[src/rtl/ahblite_busmatrix_pkg.sv]
// Shared AHB-lite encodings and burst helpers for the bus-matrix output-stage arbiter.
// Consumers: ahblite_burst_tracker, ahblite_busmatrix_arbiter_rr2.
package ahblite_busmatrix_pkg;

  localparam logic [1:0] HTRANS_IDLE   = 2'b00;
  localparam logic [1:0] HTRANS_BUSY   = 2'b01;
  localparam logic [1:0] HTRANS_NONSEQ = 2'b10;
  localparam logic [1:0] HTRANS_SEQ    = 2'b11;

  localparam logic [2:0] HBURST_SINGLE = 3'd0;
  localparam logic [2:0] HBURST_INCR   = 3'd1;
  localparam logic [2:0] HBURST_WRAP4  = 3'd2;
  localparam logic [2:0] HBURST_INCR4  = 3'd3;
  localparam logic [2:0] HBURST_WRAP8  = 3'd4;
  localparam logic [2:0] HBURST_INCR8  = 3'd5;
  localparam logic [2:0] HBURST_WRAP16 = 3'd6;
  localparam logic [2:0] HBURST_INCR16 = 3'd7;

  localparam logic [1:0] PORT_NONE = 2'b00;
  localparam logic [1:0] PORT_SYS  = 2'b01;
  localparam logic [1:0] PORT_DMA  = 2'b10;

  typedef enum logic {
    ARB_IDLE,
    ARB_OWN
  } arb_state_e;

  function automatic logic [3:0] burst_len_m1(input logic [2:0] hburst);
    case (hburst)
      HBURST_WRAP4,  HBURST_INCR4:  burst_len_m1 = 4'd3;
      HBURST_WRAP8,  HBURST_INCR8:  burst_len_m1 = 4'd7;
      HBURST_WRAP16, HBURST_INCR16: burst_len_m1 = 4'd15;
      default:                      burst_len_m1 = 4'd0;
    endcase
  endfunction

endpackage

[src/rtl/ahblite_burst_tracker.sv]
// Beat counter and re-arbitration boundary detect for one AHB-lite output stage.
// BOUNDARY is only ever asserted while HREADY_OUT=1.
module ahblite_burst_tracker
  import ahblite_busmatrix_pkg::*;
(
  input  logic       HCLK,
  input  logic       HRESETn,
  input  logic       HREADY_OUT,
  input  logic       HSEL_OUT,
  input  logic [1:0] HTRANS_OUT,
  input  logic [2:0] HBURST_OUT,
  input  logic       arb_idle,
  input  logic       owner_req,
  output logic       BOUNDARY
);

  logic [3:0] beat_cnt_q, beat_cnt_d;
  logic       accepted, is_nonseq, is_seq, last_beat, fixed_burst;

  always_comb begin
    accepted    = HREADY_OUT & HSEL_OUT & HTRANS_OUT[1];
    is_nonseq   = (HTRANS_OUT == HTRANS_NONSEQ);
    is_seq      = (HTRANS_OUT == HTRANS_SEQ);
    fixed_burst = (HBURST_OUT != HBURST_INCR);

    beat_cnt_d = beat_cnt_q;
    if (accepted && is_nonseq) begin
      beat_cnt_d = burst_len_m1(HBURST_OUT);
    end else if (accepted && is_seq && (beat_cnt_q != 4'd0)) begin
      beat_cnt_d = beat_cnt_q - 4'd1;
    end

    // Last beat: a SINGLE NONSEQ, or the SEQ that takes the counter to zero.
    last_beat = accepted &
                ((is_nonseq & (burst_len_m1(HBURST_OUT) == 4'd0)) |
                 (is_seq & (beat_cnt_q <= 4'd1)));

    BOUNDARY = HREADY_OUT &
               (arb_idle |
                ~HSEL_OUT |
                (HTRANS_OUT == HTRANS_IDLE) |
                (fixed_burst & last_beat) |
                ((HBURST_OUT == HBURST_INCR) & ~owner_req));
  end

  always_ff @(posedge HCLK or negedge HRESETn) begin
    if (!HRESETn) begin
      beat_cnt_q <= '0;
    end else begin
      beat_cnt_q <= beat_cnt_d;
    end
  end

endmodule

[src/rtl/ahblite_busmatrix_arbiter_rr2.sv]
// Two-master (SYS/DMA) round-robin arbiter for one AHB-lite bus-matrix output stage.
// Define ARB_TENURE_LIMIT_EN for the sticky policy bounded by MAX_TENURE accepted beats.
module ahblite_busmatrix_arbiter_rr2
  import ahblite_busmatrix_pkg::*;
#(
  parameter int unsigned MAX_TENURE = 16
) (
  input  logic       HCLK,
  input  logic       HRESETn,
  input  logic       REQ_SYS,
  input  logic       REQ_DMA,
  input  logic       HREADY_OUT,
  input  logic       HSEL_OUT,
  input  logic [1:0] HTRANS_OUT,
  input  logic [2:0] HBURST_OUT,
  output logic [1:0] PORT_SEL,
  output logic       PORT_NOSEL
);

  arb_state_e state_q, state_d;
  logic [1:0] port_sel_q, port_sel_d;
  logic [1:0] last_grant_q, last_grant_d;
  logic [1:0] grant;
  logic       owner_req;
  logic       boundary;

`ifdef ARB_TENURE_LIMIT_EN
  logic [7:0] tenure_q, tenure_d, tenure_inc;
  logic       other_req, accepted;
`endif

  ahblite_burst_tracker u_tracker (
    .HCLK       (HCLK),
    .HRESETn    (HRESETn),
    .HREADY_OUT (HREADY_OUT),
    .HSEL_OUT   (HSEL_OUT),
    .HTRANS_OUT (HTRANS_OUT),
    .HBURST_OUT (HBURST_OUT),
    .arb_idle   (state_q == ARB_IDLE),
    .owner_req  (owner_req),
    .BOUNDARY   (boundary)
  );

  always_comb begin
    state_d      = state_q;
    port_sel_d   = port_sel_q;
    last_grant_d = last_grant_q;
    owner_req    = (port_sel_q == PORT_DMA) ? REQ_DMA : REQ_SYS;

    if (REQ_SYS && REQ_DMA) begin
      grant = (last_grant_q == PORT_SYS) ? PORT_DMA : PORT_SYS;
    end else if (REQ_DMA) begin
      grant = PORT_DMA;
    end else begin
      grant = PORT_SYS;
    end

`ifdef ARB_TENURE_LIMIT_EN
    other_req  = (port_sel_q == PORT_DMA) ? REQ_SYS : REQ_DMA;
    accepted   = HREADY_OUT & HSEL_OUT & HTRANS_OUT[1];
    tenure_inc = (accepted && (tenure_q != 8'hFF)) ? tenure_q + 8'd1 : tenure_q;
    tenure_d   = (state_q == ARB_OWN) ? tenure_inc : '0;
    // The beat accepted at this edge counts toward the limit, so the owner gets exactly MAX_TENURE beats.
    if ((state_q == ARB_OWN) && owner_req &&
        !(other_req && (tenure_inc >= 8'(MAX_TENURE)))) begin
      grant = port_sel_q;
    end
`endif

    if (boundary) begin
      if (!REQ_SYS && !REQ_DMA) begin
        state_d = ARB_IDLE;
      end else begin
        state_d      = ARB_OWN;
        port_sel_d   = grant;
        last_grant_d = grant;
`ifdef ARB_TENURE_LIMIT_EN
        if ((state_q == ARB_IDLE) || (grant != port_sel_q)) begin
          tenure_d = '0;
        end
`endif
      end
    end
  end

  always_ff @(posedge HCLK or negedge HRESETn) begin
    if (!HRESETn) begin
      state_q      <= ARB_IDLE;
      port_sel_q   <= PORT_NONE;
      last_grant_q <= PORT_DMA;
    end else begin
      state_q      <= state_d;
      port_sel_q   <= port_sel_d;
      last_grant_q <= last_grant_d;
    end
  end

`ifdef ARB_TENURE_LIMIT_EN
  always_ff @(posedge HCLK or negedge HRESETn) begin
    if (!HRESETn) begin
      tenure_q <= '0;
    end else begin
      tenure_q <= tenure_d;
    end
  end
`endif

  assign PORT_SEL   = port_sel_q;
  assign PORT_NOSEL = (state_q == ARB_IDLE);

endmodule

[config.mk]
export PLATFORM = sky130hd
export DESIGN_NAME = ahblite_busmatrix_arbiter_rr2
export DESIGN_NICKNAME = d
export VERILOG_FILES = /design/src/rtl/ahblite_busmatrix_pkg.sv /design/src/rtl/ahblite_burst_tracker.sv /design/src/rtl/ahblite_busmatrix_arbiter_rr2.sv
export SDC_FILE = /design/constraint.sdc
export NUM_CORES = 1
export LEC_CHECK = 0
export BUFFER_PORTS_ARGS = -buffer_cell sky130_fd_sc_hd__buf_4
export CORE_AREA = 2 2 39 41
export CTS_CLUSTER_DIAMETER = 60
export DETAILED_ROUTE_END_ITERATION = 6
export DIE_AREA = 0 0 41 43
export GPL_ROUTABILITY_DRIVEN = 0
export PLACE_DENSITY = 0.7
export SLEW_MARGIN = 40
export SYNTH_ARGS = -nofsm -noshare
export SYNTH_HDL_FRONTEND = slang
export SYNTH_SLANG_ARGS = --single-unit
export TNS_END_PERCENT = 5
[constraint.sdc]
create_clock -name HCLK -period 2 [get_ports HCLK]
set_input_delay 0.4 -clock HCLK [delete_from_list [all_inputs] [get_ports HCLK]]
set_output_delay 0.4 -clock HCLK [all_outputs]
set_load 0.1 [all_outputs]
=== After elaboration in Yosys (flattened, before gate mapping) ===
Cells that the tools add are included.

* Flip-flop bits (word level): 9
* Input port bits: 11
* Word-level logic and storage cells: 58

* Add/subtract/negate cells: 1
* Magnitude comparators: 1
* Eq/ne operators: 12
* Mux-type cells: 8
* Bitwise operators: 17
* Reductions and logical operators: 15

{| class="wikitable"
|+ Operators with widths
! cell !! number
|-
| $eq 3x3->1 const B || 4
|-
| $pmux 4 s3 || 1
|-
| $and 1x1->1 || 8
|-
| $mux 4 || 2
|-
| $eq 2x2->1 const B || 3
|-
| $eq 3x2->1 const B || 2
|-
| $mux 2 || 3
|-
| $reduce_or 2->1 || 3
|-
| $logic_and 1x1->1 || 5
|-
| $or 1x1->1 || 5
|-
| $le 4x1->1 const B || 1
|-
| $logic_not 4->1 || 1
|-
| $not 1->1 || 4
|-
| $reduce_bool 4->1 || 1
|-
| $sub 4x1->4 const B || 1
|-
| $eq 3x1->1 const B || 1
|-
| $ne 3x1->1 const B || 1
|-
| $eq 2x1->1 const B || 1
|-
| $logic_not 1->1 || 2
|-
| $logic_not 2->1 || 1
|-
| $mux 1 || 2
|-
| $reduce_and 2->1 || 1
|-
| $reduce_bool 2->1 || 1
|}

=== Longest topological paths before layout ===
Gate-level depths: netlist (run 1).

* Depth in word-level cells: 12
* Mapped depth: 7
* Depth with buffers taken out: 7

=== Cells and area by module ===
A second synthesis (run 1) with hierarchy kept.

* Cell total of the unflattened synthesis: 61
* Area, all modules: 596.8 um^2

{| class="wikitable"
|+ Modules (own cells, without submodules)
! module !! instances !! cells each !! area an instance (um^2) !! seq. area each (um^2)
|-
| ahblite_burst_tracker || 1 || 41 || 390.4 || 100.1
|-
| ahblite_busmatrix_arbiter_rr2 || 1 || 20 || 206.4 || 101.3
|}

=== Least setup slack after synthesis (run 1) ===
OpenSTA, ideal clock, no wires.

* Path type: register to register
* From: reg port_sel_q[1], in the netlist PORT_SEL[1]
* To: reg port_sel_q[0], in the netlist PORT_SEL[0]
* Setup time: 0.126 ns
* Arrival time: 1.956 ns
* Slack: -0.082 ns
* Cell stages (with the launch flop): 6
* Period minus slack after synthesis: 2.082 ns
* Cell sequence: dfrtp_1 nor2b_1 o211ai_1 o311ai_4 and2_1 a311o_1

* Cells in the longest elaborated chain, start to end: 7

{| class="wikitable"
|+ Ends and longest elaborated chain
! item !! line !! text
|-
| start: declaration || ahblite_busmatrix_arbiter_rr2.sv:21 || <nowiki>logic [1:0] port_sel_q, port_sel_d;</nowiki>
|-
| start signal: assignment || ahblite_busmatrix_arbiter_rr2.sv:93 || <nowiki>port_sel_q <= port_sel_d;</nowiki>
|-
| $eq 2x2->1 || ahblite_busmatrix_arbiter_rr2.sv:48 || <nowiki>owner_req = (port_sel_q == PORT_DMA) ? REQ_DMA : REQ_SYS;</nowiki>
|-
| $mux 1 || ahblite_busmatrix_arbiter_rr2.sv:48 ||
|-
| $not 1->1 || ahblite_burst_tracker.sv:43 || <nowiki>((HBURST_OUT == HBURST_INCR) & ~owner_req));</nowiki>
|-
| $and 1x1->1 || ahblite_burst_tracker.sv:43 ||
|-
| $or 1x1->1 || ahblite_burst_tracker.sv:42 || <nowiki>(fixed_burst & last_beat) |</nowiki>
|-
| $and 1x1->1 || ahblite_burst_tracker.sv:38 || <nowiki>BOUNDARY = HREADY_OUT &</nowiki>
|-
| $reduce_and 2->1 (no source line) || - ||
|}

No other way between the ends.
A chain may end at the register's enable or synchronous reset.

=== Worst setup path after layout (run 1) ===
* From: reg u_tracker.beat_cnt_q[1]
* To: reg port_sel_q[0], in the netlist PORT_SEL[0]

* Cells in the longest elaborated chain, start to end: 9

{| class="wikitable"
|+ Ends and longest elaborated chain
! item !! line !! text
|-
| start: declaration || ahblite_burst_tracker.sv:17 || <nowiki>logic [3:0] beat_cnt_q, beat_cnt_d;</nowiki>
|-
| start signal: assignment || ahblite_burst_tracker.sv:50 || <nowiki>beat_cnt_q <= beat_cnt_d;</nowiki>
|-
| $le 4x1->1 || ahblite_burst_tracker.sv:36 || <nowiki>(is_seq & (beat_cnt_q <= 4'd1)));</nowiki>
|-
| $and 1x1->1 || ahblite_burst_tracker.sv:36 ||
|-
| $or 1x1->1 || ahblite_burst_tracker.sv:35 || <nowiki>((is_nonseq & (burst_len_m1(HBURST_OUT) == 4'd0)) |</nowiki>
|-
| $and 1x1->1 || ahblite_burst_tracker.sv:34 || <nowiki>last_beat = accepted &</nowiki>
|-
| $and 1x1->1 || ahblite_burst_tracker.sv:42 ||
|-
| $or 1x1->1 || ahblite_burst_tracker.sv:41 || <nowiki>(HTRANS_OUT == HTRANS_IDLE) |</nowiki>
|-
| $or 1x1->1 || ahblite_burst_tracker.sv:42 ||
|-
| $and 1x1->1 || ahblite_burst_tracker.sv:38 ||
|-
| $reduce_and 2->1 (no source line) || - ||
|}

No other way between the ends.

==> run_results.csv, run 1 <==
group,metric,value,unit
setup_path,critical_path_peak_fanout,5,
worst_hold_path,hold_path_class,"in -> reg",
clock_tree,cts.reportedPaths.clkPinSlew,60,ps
synth,synth_cell_type_count,32,
synth,ys_ff_latch,8,
synth,synth_area,597,sq um
run_status,outcome,"complete, no violations",
clock_tree,tritoncts,"yes",
power_and_ir_drop,p_clk_frac,0.171,
setup_path,cp_num_buf_inv,1,
clock_tree,clock_sink_count,8,
setup_path,cp_top_family,"compound AO/OA/AOI/OAI gates",
detailed_routing,wl,1130,um
setup_path,path_cells,"inv_1 > ha_1 > nor2_1 > o31a_1 > o311ai_4 > a31oi_1 > a311o_1",
power_and_ir_drop,total_power,0.759,mW
global_routing,antenna_found_initial,0,
clock_tree,cts_buffer_depth,2,
cells_and_area,drive_gt1_frac,0.298,
setup_path,cp.arrival,2010,ps
detailed_routing,num_vias,534,
global_routing,grt_pass1_vias,432,
setup_path,critical_path_class,"reg -> reg",
place,io_buffer_count,13,
detailed_routing,vias_per_cell,5.34,
sta,drv_slew,0,
clock_tree,post-cts-setup-buffers,0,
setup_path,rrSetupSlack,110,ps
global_routing,grtUsageTotal,0.154,
setup_path,crit-reg2reg-launch,"u_tracker.beat_cnt_q[1]$_DFFE_PN0P_",
cells_and_area,layout.nets,99,
synth,ys_seq_area_frac,0.338,
cells_and_area,ff_latch_area,203,sq um
place,dp_hpwl,893,um
sta,tns,0,ps
clock_tree,cts_made_buffers,3,
power_and_ir_drop,power.leakage,0.345,nW
setup_path,critPathCapture,"PORT_SEL[0]$_DFFE_PN0P_",
power_and_ir_drop,seq_power_share,0.361,
detailed_routing,ant_nets,0,
global_routing,grt-ovfl-total,0,
detailed_routing,drt-wirelength-per-cell,11.3,um
power_and_ir_drop,swShare,0.445,
cells_and_area,fillers,124,
setup_path,startpoint,"u_tracker.beat_cnt_q[1]$_DFFE_PN0P_",
synth,synth_area_per_cell,8.91,sq um
sta,tightestPinTransition,299,ps
floorplan,die_w,41,um
global_routing,grt_max_degree,12,
cells_and_area,num_antenna_cells,0,
sta,fin_worst_skew,7.26,ps
global_routing,grt_pass1_wl,1840,um
setup_path,cpPeakStageDelay,400,ps
sta,hold_viol_final,0,
sta,max_freq,530,MHz
synth,yosys_warnings,0,
power_and_ir_drop,power_density,1020,nW/um^2
setup_path,cp-start-kind,"flop",
power_and_ir_drop,comb_power_share,0.468,
floorplan,core-area,1380,sq um
run,cap_violations,0,
floorplan,rows,14,
detailed_routing,drc,0,
sta,min_period_over_period,0.943,
floorplan,start_util,0.431,
detailed_routing,drt_iter0_drc,13,
sta,slew_headroom,0.800,
power_and_ir_drop,p_int,0.421,mW
setup_path,regToRegEndpoint,"PORT_SEL[0]$_DFFE_PN0P_",
synth,syn_nets,81,
power_and_ir_drop,p_switching,0.338,mW
power_and_ir_drop,ir_drop,437,uV
sta,setup_viol,0,
setup_path,cp.depth,7,
floorplan,io-pin-count,14,
clock_tree,htree_levels,1,
floorplan,die_y,43,um
floorplan,dieArea,1760,sq um
setup_path,reg2reg_depth,7,
clock_tree,cts_root_buffer,"clkbuf_4",
sta,min_period,1890,ps
synth,synthCells,67,
cells_and_area,multi_input_area,358,sq um
setup_path,crit_slowest_cell,"dfrtp_1",
detailed_routing,first_pass_iters,4,
clock_tree,clock_latency,250,ps
setup_path,end_kind,"flop",
setup_path,critical_path_required,2130,ps
sta,grt_setup_unrepaired,"no",
cells_and_area,areaGrowthSynthToFinish,24.7,%
==> cells in the mapped netlist <==
cell / number / area (sq um)
a21oi_1: 2 / 10.0
a22o_1: 1 / 8.76
a311o_1: 1 / 10.0
a311oi_1: 1 / 8.76
a31oi_1: 2 / 12.5
a32oi_1: 1 / 8.76
and2_1: 1 / 6.26
and3_1: 2 / 12.5
and3_4: 1 / 11.3
buf_4: 2 / 15.0
dfrtp_1: 7 / 175
dfstp_2: 1 / 26.3
ha_1: 3 / 37.5
inv_1: 6 / 22.5
mux2_2: 2 / 22.5
nand2_1: 5 / 18.8
nand3_1: 1 / 5.00
nand3b_1: 1 / 7.51
nand4_1: 2 / 12.5
nor2_1: 11 / 41.3
nor2b_1: 1 / 6.26
nor3_1: 1 / 5.00
nor3b_1: 1 / 7.51
o211a_1: 1 / 10.0
o211ai_1: 2 / 15.0
o21ai_0: 2 / 10.0
o21ai_2: 1 / 8.76
o22a_1: 1 / 8.76
o311ai_4: 1 / 26.3
o31a_1: 1 / 8.76
o31ai_1: 1 / 7.51
o32a_1: 1 / 10.0
==> how the worst min path moves through the flow <==
stage	from	end	slack [ps]	cells past startpoint
floorplan	HRESETn	PORT_SEL[0]$_DFFE_PN0P_	100	0
global placement	HRESETn	PORT_SEL[0]$_DFFE_PN0P_	220	1
detailed placement	HRESETn	PORT_SEL[0]$_DFFE_PN0P_	220	1
CTS	REQ_SYS	last_grant_q[1]$_DFFE_PN1P_	350	2
global route	REQ_SYS	last_grant_q[1]$_DFFE_PN1P_	370	2
finish	REQ_SYS	last_grant_q[1]$_DFFE_PN1P_	360	2
==> layout make-up <==
| class | count | area share |
|---|---|---|
| clock buffer | 4 | 0.0353 |
| inverter | 6 | 0.0303 |
| multi-input combinational | 51 | 0.481 |
| sequential | 8 | 0.272 |
| tap | 16 | 0.0269 |
| timing repair buffer | 15 | 0.155 |
==> cells by family after synthesis <==
logic type | count (synthesis) | share of synthesized area
AOI/OAI and AO/OA | 19 | 0.275
buffers and inverters | 8 | 0.0629
and+or+nand+nor | 27 | 0.224
muxes | 2 | 0.0377
DFF | 8 | 0.338
adders and majority gates | 3 | 0.0629
==> registers in the layout (all words and copies together), names as in the netlist <==
register,count
state_q,1
last_grant_q,1
PORT_SEL,2
u_tracker.beat_cnt_q,4
==> power by group through the flow <==
| stage | clock (mW) | combinational, mW | sequential (mW) |
|---|---|---|---|
| after floorplan | 0 | 0.257 | 0.299 |
| after global placement | 0 | 0.352 | 0.273 |
| after detailed placement | 0 | 0.354 | 0.274 |
| after CTS | 0.136 | 0.357 | 0.272 |
| after global routing | 0.142 | 0.387 | 0.283 |
| final | 0.130 | 0.355 | 0.274 |
==> per-stage QoR <==
| step | utilization | setup WS [ps] | instances | cell area [sq um] | hold WS, ps |
|---|---|---|---|---|---|
| floorplan | - | 131 | 67 | 598 | 104 |
| global placement | 0.512 | 124 | 95 | 708 | 221 |
| detailed placement | 0.512 | 89.6 | 95 | 708 | 219 |
| CTS | 0.538 | 64.2 | 100 | 744 | 352 |
| global route | 0.538 | 3.69 | 100 | 744 | 367 |
| finish | 0.538 | 114 | 100 | 744 | 355 |
==> placed cells by master, fill, tap and decap left out, drive strengths merged, types with 3 or more instances in the layout <==
master / count
nor2: 11
dfrtp: 7
buf: 14
nand2: 5
inv: 6
and3: 3
clkbuf: 4
ha: 3
o21ai: 3
==> layer usage <==
layer,wire (um),up-vias,global-route usage
li1,-,282,-
met3,36,2,0.0314
met4,9,0,0.0800
met1,556,243,0.242
met2,522,7,0.191
met5,0,-,0
==> what timing repair did <==
action	CTS	global route
endpoints found under the setup margin	0	2
hold buffers	1	0
hold endpoints to repair	7	0
gates resized for setup	0	1
(Power assumes the default switching activity.)
==> inputs of run 2 (changes only) <==
clock period = 2.42 ns   (was 2 ns; I/O delays follow)
==> run_results.csv, run 2 (synthesized netlist as in run 1, its figures left out) <==
group,metric,value,unit
run_status,outcome,"complete, no violations",
global_routing,antenna_found_initial,0,
clock_tree,tritoncts,"yes",
floorplan,io-pin-count,14,
detailed_routing,num_vias,524,
floorplan,core-area,1380,sq um
clock_tree,clock_latency,250,ps
global_routing,met3_usage,0.0785,
cells_and_area,layout_commonest_cell,"buf_4",
floorplan,dieArea,1760,sq um
clock_tree,cts_made_buffers,3,
detailed_routing,wl,1190,um
cells_and_area,final_cell_mix,"13 x buf_4, 11 x nor2_1, 7 x dfrtp_1, 6 x inv_1, 5 x nand2_1",
global_routing,busiest_layer,"met2",
power_and_ir_drop,ir_drop,364,uV
sta,fin_worst_skew,0.928,ps
place,dp_hpwl,962,um
sta,holdWs,40.9,ps
setup_path,end_kind,"flop",
detailed_routing,vias_per_cell,5.35,
detailed_routing,drc,0,
detailed_routing,drt_iter0_drc,14,
floorplan,rows,14,
setup_path,critical_path_peak_fanout,5,
floorplan,start_util,0.431,
floorplan,die_w,41,um
setup_path,cp_top_family,"compound AO/OA/AOI/OAI gates",
cells_and_area,areaGrowthSynthToFinish,21.6,%
worst_hold_path,hold_path_class,"in -> async",
sta,hold_viol_final,0,
cells_and_area,largest_reg_flops,4,
cells_and_area,drive_gt1_frac,0.268,
setup_path,cp.arrival,2060,ps
cells_and_area,largest-register,"u_tracker.beat_cnt_q",
place,io_buffer_count,13,
global_routing,grt-ovfl-total,0,
global_routing,grtUsageTotal,0.164,
sta,tns,0,ps
setup_path,cpPeakStageDelay,420,ps
detailed_routing,drt-wirelength-per-cell,12.1,um
global_routing,grt_pass1_wl,1970,um
setup_path,crit_slowest_cell,"dfrtp_1",
sta,grt_setup_unrepaired,"no",
global_routing,grt_max_degree,12,
sta,setup_viol,0,
sta,min_period_over_period,0.799,
detailed_routing,ant_nets,0,
setup_path,path_cells,"inv_1 > ha_1 > nor2_1 > o31a_1 > o311ai_4 > a31oi_1 > a311o_1",
sta,min_period,1930,ps
global_routing,grt_pass1_vias,480,
setup_path,cp_num_buf_inv,1,
sta,slew_headroom,0.702,
global_routing,use_met2,0.253,
clock_tree,htree_levels,1,
clock_tree,cts.reportedPaths.clkPinSlew,50,ps
setup_path,critical_path_required,2550,ps
floorplan,die_y,43,um
global_routing,met1_usage,0.208,
cells_and_area,num_antenna_cells,0,
power_and_ir_drop,power_density,860,nW/um^2
clock_tree,post-cts-setup-buffers,0,
setup_path,cp-start-kind,"flop",
setup_path,critical_path_class,"reg -> reg",
power_and_ir_drop,power.leakage,0.338,nW
clock_tree,cts-hold-fix-buffers,0,
clock_tree,cts_root_buffer,"clkbuf_4",
clock_tree,clock_sink_count,8,
sta,tightestPinTransition,445,ps
cells_and_area,layout.nets,97,
clock_tree,cts_resized,0,
sta,max_freq,517,MHz
run,cap_violations,0,
detailed_routing,first_pass_iters,4,
sta,drv_slew,0,
clock_tree,cts_buffer_depth,2,
## run 2: cell count changes in the layout (fill, tap and decap cells not counted), sizes merged
cell / before / now
buf: 14 / 13
dlygate4sd3: 1 / 0
## run 2: through the flow
step / instances / worst slack (ps) / util / total power, mW / cell area, sq um
3_5_place_dp: 94 / 481 / 0.505 / 0.520 / 699
2_1_floorplan: 67 / 338 / - / 0.459 / 597
6_report: 98 / 487 / 0.524 / 0.624 / 726
4_1_cts: 98 / 486 / 0.524 / 0.632 / 726
5_1_grt: 98 / 342 / 0.524 / 0.672 / 726
3_3_place_gp: 94 / 502 / 0.505 / 0.517 / 699
## run 2: layout make-up
cell class / instances / area [sq um]
clock buffers: 4 / 26.3
fillers: 138 / 658
inverters: 6 / 22.5
multi-input cells: 51 / 358
flip-flops and latches: 8 / 201
well taps: 16 / 20.0
repair buffers: 13 / 97.6
## run 2: routing by layer
metal | share of wire | vias to the layer above
li1 | - | 277
met1 | 0.45 | 237
met2 | 0.49 | 10
met3 | 0.052 | 0
met4 | 0 | 0
met5 | 0 | -
## run 2: final timing paths
check                      depth (start not counted)  slack (ps)                                start                             endpoint
max reg2reg                                        7         490  u_tracker.beat_cnt_q[0]$_DFFE_PN0P_              PORT_SEL[0]$_DFFE_PN0P_
max in group asynchronous                          1        2170                              HRESETn          last_grant_q[1]$_DFFE_PN1P_
min reg2reg                                        1         540  u_tracker.beat_cnt_q[1]$_DFFE_PN0P_  u_tracker.beat_cnt_q[1]$_DFFE_PN0P_
min in group HCLK                                  2         420                              REQ_SYS          last_grant_q[1]$_DFFE_PN1P_
max                                                7         490  u_tracker.beat_cnt_q[0]$_DFFE_PN0P_              PORT_SEL[0]$_DFFE_PN0P_
min                                                1          40                              HRESETn              PORT_SEL[1]$_DFFE_PN0P_
## run 2: report_power, final
part | leakage, nW | internal, mW | switching [mW]
combinational | 0.236 | 0.103 | 0.187
clock | 0.0150 | 0.0629 | 0.0425
sequential | 0.0867 | 0.179 | 0.0492
total | 0.338 | 0.345 | 0.279
## run 2: worst reg2reg max path, cell delays in order (launching register included)
cell	delay, ps
dfrtp_1	420
inv_1	120
ha_1	180
nor2_1	50
o31a_1	260
o311ai_4	340
a31oi_1	130
a311o_1	320
